<file path="src/rtl/cpu_ctrl.sv">
// cpu_ctrl: multi-cycle FETCH/DECODE/EXEC/MEM sequencer for a 16-bit CPU.
// Defining CTRL_TRAP_EN makes undefined encodings trap to 16'h0002 and pulse illegal.
module cpu_ctrl (
  input  logic        clk,
  input  logic        rst,
  output logic        mem_req,
  output logic        mem_we,
  output logic [15:0] mem_addr,
  output logic [15:0] mem_wdata,
  input  logic        mem_ack,
  input  logic [15:0] mem_rdata,
  output logic        write,
  output logic        IMM_MUX,
  output logic        COND_RSLT,
  output logic [1:0]  WB_MUX,
  output logic [3:0]  rSrc,
  output logic [3:0]  rDst,
  output logic [4:0]  aluOp,
  output logic [7:0]  imm_in,
  output logic [15:0] pc_ra,
  input  logic [15:0] dSrc,
  input  logic [15:0] dDst,
  input  logic [4:0]  psr_in,
  output logic [15:0] mem_data,
  output logic        illegal
);

  typedef enum logic [1:0] {
    ST_FETCH  = 2'd0,
    ST_DECODE = 2'd1,
    ST_EXEC   = 2'd2,
    ST_MEM    = 2'd3
  } state_t;

  typedef enum logic [2:0] {
    K_ILL   = 3'd0,
    K_ALU   = 3'd1,
    K_LOAD  = 3'd2,
    K_STOR  = 3'd3,
    K_JAL   = 3'd4,
    K_JCOND = 3'd5,
    K_BCOND = 3'd6
  } kind_t;

  // psr layout is {L,Z,F,N,C}; unsigned/signed compare codes combine L and N with Z.
  function automatic logic cond_eval(input logic [3:0] cond, input logic [4:0] psr);
    logic l, z, f, n, c;
    l = psr[4];
    z = psr[3];
    f = psr[2];
    n = psr[1];
    c = psr[0];
    case (cond)
      4'h0:    cond_eval = z;
      4'h1:    cond_eval = !z;
      4'h2:    cond_eval = c;
      4'h3:    cond_eval = !c;
      4'h4:    cond_eval = l;
      4'h5:    cond_eval = !l;
      4'h6:    cond_eval = n;
      4'h7:    cond_eval = !n;
      4'h8:    cond_eval = f;
      4'h9:    cond_eval = !f;
      4'hA:    cond_eval = !l && !z;
      4'hB:    cond_eval = l || z;
      4'hC:    cond_eval = !n && !z;
      4'hD:    cond_eval = n || z;
      4'hE:    cond_eval = 1'b1;
      4'hF:    cond_eval = 1'b0;
      default: cond_eval = 1'b0;
    endcase
  endfunction

  state_t      state_r, state_next_s;
  logic [15:0] pc_r, pc_next_s;
  logic [15:0] ir_r, ir_next_s;
  logic        live_r;
  kind_t       kind_s;
  logic [4:0]  alu_op_s;
  logic        imm_mux_s;
  logic        cond_s;
  logic [15:0] disp_s;
`ifdef CTRL_TRAP_EN
  logic        trap_s;
`endif

  // Instruction fields come straight from IR, so they hold from DECODE through MEM.
  assign rDst    = ir_r[11:8];
  assign rSrc    = ir_r[3:0];
  assign imm_in  = ir_r[7:0];
  assign aluOp   = alu_op_s;
  assign IMM_MUX = imm_mux_s;
  assign cond_s  = cond_eval(ir_r[11:8], psr_in);
  assign disp_s  = {{8{ir_r[7]}}, ir_r[7:0]};

`ifdef CTRL_TRAP_EN
  assign illegal = trap_s;
`else
  assign illegal = 1'b0;
`endif

  // State, PC and IR registers; live_r keeps the bus quiet for the cycle after reset.
  always_ff @(posedge clk) begin
    if (rst) begin
      state_r <= ST_FETCH;
      pc_r    <= 16'h0000;
      ir_r    <= 16'h0000;
      live_r  <= 1'b0;
    end else begin
      state_r <= state_next_s;
      pc_r    <= pc_next_s;
      ir_r    <= ir_next_s;
      live_r  <= 1'b1;
    end
  end

  // Opcode classification and ALU operation select.
  always_comb begin
    kind_s    = K_ILL;
    alu_op_s  = 5'h00;
    imm_mux_s = 1'b0;
    case (ir_r[15:12])
      4'h0: begin
        kind_s   = K_ALU;
        alu_op_s = {1'b0, ir_r[7:4]};
      end
      4'h4: begin
        case (ir_r[7:4])
          4'h0:    kind_s = K_LOAD;
          4'h4:    kind_s = K_STOR;
          4'h8:    kind_s = K_JAL;
          4'hC:    kind_s = K_JCOND;
          default: kind_s = K_ILL;
        endcase
      end
      4'hC:    kind_s = K_BCOND;
      4'hD, 4'hE, 4'hF: kind_s = K_ILL;
      default: begin
        kind_s    = K_ALU;
        alu_op_s  = {1'b0, ir_r[15:12]};
        imm_mux_s = 1'b1;
      end
    endcase
  end

  // Next-state, PC/IR update and bus/write-back outputs.
  always_comb begin
    state_next_s = state_r;
    pc_next_s    = pc_r;
    ir_next_s    = ir_r;
    mem_req      = 1'b0;
    mem_we       = 1'b0;
    mem_addr     = 16'h0000;
    mem_wdata    = 16'h0000;
    write        = 1'b0;
    WB_MUX       = 2'b10;
    COND_RSLT    = 1'b0;
    pc_ra        = 16'h0000;
    mem_data     = 16'h0000;
`ifdef CTRL_TRAP_EN
    trap_s       = 1'b0;
`endif
    case (state_r)
      ST_FETCH: begin
        if (live_r) begin
          mem_req  = 1'b1;
          mem_addr = pc_r;
          if (mem_ack) begin
            ir_next_s    = mem_rdata;
            pc_next_s    = pc_r + 16'd1;
            state_next_s = ST_DECODE;
          end else begin
            state_next_s = ST_FETCH;
          end
        end else begin
          state_next_s = ST_FETCH;
        end
      end
      ST_DECODE: state_next_s = ST_EXEC;
      ST_EXEC: begin
        state_next_s = ST_FETCH;
        case (kind_s)
          K_ALU: begin
            write  = 1'b1;
            WB_MUX = 2'b10;
          end
          K_LOAD, K_STOR: state_next_s = ST_MEM;
          K_JAL: begin
            pc_ra     = pc_r;
            WB_MUX    = 2'b01;
            write     = 1'b1;
            pc_next_s = dSrc;
          end
          K_JCOND: begin
            COND_RSLT = cond_s;
            if (cond_s) begin
              pc_next_s = dSrc;
            end else begin
              pc_next_s = pc_r;
            end
          end
          K_BCOND: begin
            COND_RSLT = cond_s;
            if (cond_s) begin
              pc_next_s = pc_r + disp_s;
            end else begin
              pc_next_s = pc_r;
            end
          end
          K_ILL: begin
`ifdef CTRL_TRAP_EN
            trap_s    = 1'b1;
            pc_next_s = 16'h0002;
`else
            pc_next_s = pc_r;
`endif
          end
          default: pc_next_s = pc_r;
        endcase
      end
      ST_MEM: begin
        mem_req  = 1'b1;
        mem_addr = dSrc;
        if (kind_s == K_STOR) begin
          mem_we    = 1'b1;
          mem_wdata = dDst;
        end else begin
          mem_we    = 1'b0;
        end
        if (mem_ack) begin
          state_next_s = ST_FETCH;
          if (kind_s == K_LOAD) begin
            write    = 1'b1;
            WB_MUX   = 2'b11;
            mem_data = mem_rdata;
          end else begin
            write    = 1'b0;
          end
        end else begin
          state_next_s = ST_MEM;
        end
      end
      default: state_next_s = ST_FETCH;
    endcase
  end

endmodule

</file>
<file path="config.mk">
export PLATFORM = sky130hd
export DESIGN_NAME = cpu_ctrl
export DESIGN_NICKNAME = d
export VERILOG_FILES = /design/src/rtl/cpu_ctrl.sv
export SDC_FILE = /design/constraint.sdc
export NUM_CORES = 1
export LEC_CHECK = 0
export CORE_UTILIZATION = 46
export CTS_BUF_LIST = sky130_fd_sc_hd__clkbuf_16
export DETAILED_ROUTE_END_ITERATION = 10
export GPL_TIMING_DRIVEN = 0
export HOLD_SLACK_MARGIN = 0.02
export PLACE_DENSITY = 0.83
export SLEW_MARGIN = 20
export SYNTH_ARGS = -nofsm -noshare
export SYNTH_HDL_FRONTEND = slang
export SYNTH_SLANG_ARGS = --single-unit
</file>
<file path="constraint.sdc">
create_clock -name clk -period 3 [get_ports clk]
set_input_delay 0.75 -clock clk [delete_from_list [all_inputs] [get_ports clk]]
set_output_delay 0.75 -clock clk [all_outputs]
set_load 0.05 [all_outputs]
</file>
==> impl_results.md <==
* Outcome: complete, no violations
* Post-synth EDFFs at 0
* Netlist Area Pre-Place at roughly 0.0040 mm2
* Largest net degree at the start of global routing at 11
* Core Area at between 0.008 and 0.009 mm2
* Total GRT Usage at 0.318
* Min-delay worst type: register to register
* Yosys Warn Count at 0
* Cts hold-fix bufs at 0
* DR WL met2 at between 7 and 8 mm
* Post-synth cell types at 79
* Final core utilization at 0.697
* Syn Inst Count at 550
* CP bufs+invs at 3
* Total Power at between 1500 and 2000 uW
* Worst Path Required at ~2.3 ns
* Crit path DAT at around 2.2 ns
* WHS at slightly above 0.5 ns
* Maximum VDD drop at between 0.2 and 0.3 mV
* Async set-reset flop share out of synthesis at 0
* Reg area at ~710 um2
* Clock share of power at 0.313
* CTS buffer count at 5
* Crit-path max cell delay at around 0.34 ns
* Worst relative slew slack at 0.619
* Crit-path max FO at 10
* Critical path startpoint category: register
* Final net count at roughly 790
* Post-route DRC at 0
* Clock Path Buffers at 2
* Critical path class: register to output port
* CP endpoint kind: output port
* Ant diodes at 0
* Routed Antenna Nets at 0
* Slowest cell on crit path: dfxtp_2
* Port-buffer cells at 145
* Leak at 0.00240 uW
* R2R cell count at 9
* Max-slew violation count at 0
* Share of cells above drive strength 1 at 0.224
* Worst-margin pin slew at roughly 0.57 ns
* Fmax at around 340 MHz
* Period Utilization, post-route at 0.980
* Register area share after synthesis at 0.175
* Area grow syn2layout at 44.7%
* Vias per cell at between 5 and 6
* RR Endpoint: pc_r[10]
* Met1 WL at ~6 mm
* Most common flop cell mapped by yosys: dfxtp_1
* Global-route wire length before repair at about 22 mm
* Hold Fails Final Rpt at 0
* Combinational share of power at 0.347
* Power per cell area at about 270 mW/mm2
* Vias in the first global route at about 4500
* Worst Hold End: state_r[1]
* IO Count at ~150
* Worst Hold Launch: state_r[0]
* CTS tree: built
* Highest Signal Layer: met4
* MaxCap Viol Count at 0
* Final instance area at a little under 0.006 mm2
* Routed WL per cell at 17.6 um
* Skew-Pair Late Insertion Delay at 0.28 ns
* First-pass DRT Iterations at 5
* Hold path cells at 2
* Initial Util at 0.482
* Die height at about 95 um
* Worst setup path startpoint: ir_r[15]
* DIE AREA at 0.00906 mm2
* CP cell instances: buf_4 -> nor2b_4 -> nand3_1 -> nor2_2 -> and3_4 -> nor2b_4 -> clkbuf_4 -> and2_1 -> buf_4
* Multi-input gate area at between 0.003 and 0.004 mm2
* Initial antenna violation count at 0
* Internal at slightly above 1000 uW
* RePlAce Congestion at roughly 0.92
* Htree depth at 2
* # fillers at 710
* R2r setup slk at around 0.29 ns
* Final setup vio count at 0
* RR Startpoint: pc_r[0]
* DRT iter0 DRCs at 325
* Critical path's top delay family: simple AND/OR/NAND/NOR gates
* Reg clk slew, reported paths at ~0.050 ns
* Sw Ratio at 0.350
* Overall die width at about 95 um
* Fin crit period at 2.94 ns
* Total grt overflow at 0
* Clock sinks at 35
* Routed WL at 14.4 mm
* Switch Pwr at ~550 uW
* Hpwl dp at about 11 mm
* Synth Register Bits at 35
* Via count at slightly below 5000
* Placed cell areas at 0.00559 mm2
* Part of the power in registers at 0.340
* Clock root cell: clkbuf_16
* Final Skew at around 0.0074 ns
* DR WL met3 at 990 um
* Avg Inst Size Synth at between 7 and 8 um2
* # rows at 33
==> kinds of logic after synthesis <==
kind of cell	Yosys count	synth area share
AOI/OAI and AO/OA	172	0.308
xor gates and xnor gates	10	0.0219
adders and majority gates	20	0.0645
buffers and inverters	75	0.0964
DFF	35	0.175
muxes	7	0.0178
other	1	0.000938
and+or+nand+nor	230	0.315
==> state kept, by name, summed over array words and instances (netlist names) <==
name     flops
live_r       1
ir_r        16
pc_r        16
state_r      2
==> worst reg2reg max path: cells and delay by family, from the launching register on <==
kind / cells / cell delay, ns
flip-flops: 1 / 0.53
AND/OR/NAND/NOR: 2 / 0.36
buffers and inverters: 1 / 0.05
AO/OA/AOI/OAI: 4 / 0.92
adder cells (fa/ha/maj): 2 / 0.69
==> repair_timing <==
| item | 4_1_cts | 5_1_grt |
|---|---|---|
| pin swaps | 7 | 7 |
| buffers inserted | 5 | 4 |
| gates resized for setup | 354 | 35 |
| endpoints found under the hold margin | 0 | 0 |
| setup endpoints to repair | 70 | 61 |
==> cell usage in the layout, fill, tap and decap left out, types with 7 or more instances in the layout <==
master	synthesis	layout
a211oi_1	7	7
a21oi_1	47	47
a22oi_1	17	17
and2_1	50	48
and3_1	9	7
buf_2	8	18
buf_4	19	56
buf_6	3	12
clkbuf_1	22	13
clkbuf_4	0	7
clkdlybuf4s15_2	0	13
clkdlybuf4s50_1	0	70
dfxtp_1	35	28
dfxtp_2	0	7
dlygate4sd2_1	0	10
ha_1	19	18
inv_1	20	21
nand2_1	58	58
nand3_1	13	13
nor2_1	46	45
o211ai_1	8	8
o21ai_0	18	18
o31ai_1	7	7
xnor2_1	7	7
==> routing by layer <==
metal	global-route usage	vias up
met2	0.539	228
li1	-	2298
met3	0.0566	45
met4	0.143	0
met5	0	-
met1	0.390	2269
==> synth_stat cells (3+ instances only) <==
cell | number | share of area
xor2_1 | 3 | 0.0066
nor3_1 | 5 | 0.0063
clkbuf_1 | 22 | 0.021
o31ai_1 | 7 | 0.013
o311ai_1 | 6 | 0.013
a21o_1 | 5 | 0.0094
nor2b_1 | 7 | 0.011
inv_1 | 20 | 0.019
nor2_1 | 46 | 0.043
nand2_1 | 58 | 0.054
a22oi_1 | 17 | 0.032
mux2i_1 | 6 | 0.015
o211ai_1 | 8 | 0.015
and4_1 | 6 | 0.013
o32ai_1 | 3 | 0.0066
and3_1 | 9 | 0.014
o21a_1 | 4 | 0.0075
nand2b_1 | 6 | 0.0094
xnor2_1 | 7 | 0.015
buf_1 | 3 | 0.0028
a211oi_1 | 7 | 0.013
buf_4 | 19 | 0.036
or2_2 | 3 | 0.0047
buf_6 | 3 | 0.0085
nand3_1 | 13 | 0.016
dfxtp_1 | 35 | 0.18
or3_1 | 4 | 0.0063
a31oi_1 | 6 | 0.0094
nor3b_1 | 3 | 0.0056
o21ba_1 | 4 | 0.010
a311oi_1 | 3 | 0.0066
and2_1 | 50 | 0.078
a21oi_1 | 47 | 0.059
ha_1 | 19 | 0.059
buf_2 | 8 | 0.010
o21ai_0 | 18 | 0.023
nand3b_1 | 3 | 0.0056
nand4_1 | 4 | 0.0063
==> worst max-delay path by stage <==
stage                    end  slack (ns)  cells after the start
6_report       mem_wdata[14]        0.06                      9
5_1_grt         mem_data[10]       -0.05                     10
4_1_cts            WB_MUX[0]       -0.04                      7
3_5_place_dp       pc_ra[13]       -1.05                      7
3_3_place_gp       pc_ra[13]       -0.99                      7
2_1_floorplan      pc_ra[10]        0.18                      6
==> per-stage QoR <==
stage / worst slack (ns) / instances / TNS (ns)
2_1_floorplan: 0.175 / 551 / 0
3_3_place_gp: -0.988 / 801 / -35.16
6_report: 0.0610 / 815 / 0
5_1_grt: -0.0456 / 815 / -0.560
3_5_place_dp: -1.05 / 801 / -38.98
4_1_cts: -0.0387 / 812 / -0.0387
==> power by group through the flow <==
stage | registers (uW) | clock network (uW) | logic (uW)
4_1_cts | 530 | 491 | 530
3_5_place_dp | 539 | 0 | 518
5_1_grt | 538 | 510 | 582
2_1_floorplan | 523 | 0 | 337
3_3_place_gp | 538 | 0 | 512
6_report | 533 | 492 | 545
==> layout make-up <==
| cell class | instances | share of cell area |
|---|---|---|
| sequential | 35 | 0.123 |
| inverter | 20 | 0.0130 |
| clock inverter | 3 | 0.00195 |
| timing repair buffer | 154 | 0.242 |
| clock buffer | 5 | 0.0216 |
| tap | 105 | 0.0227 |
| buffer | 52 | 0.0571 |
| multi-input combinational | 441 | 0.519 |
Note: power is estimated with default switching activity, not from simulation.
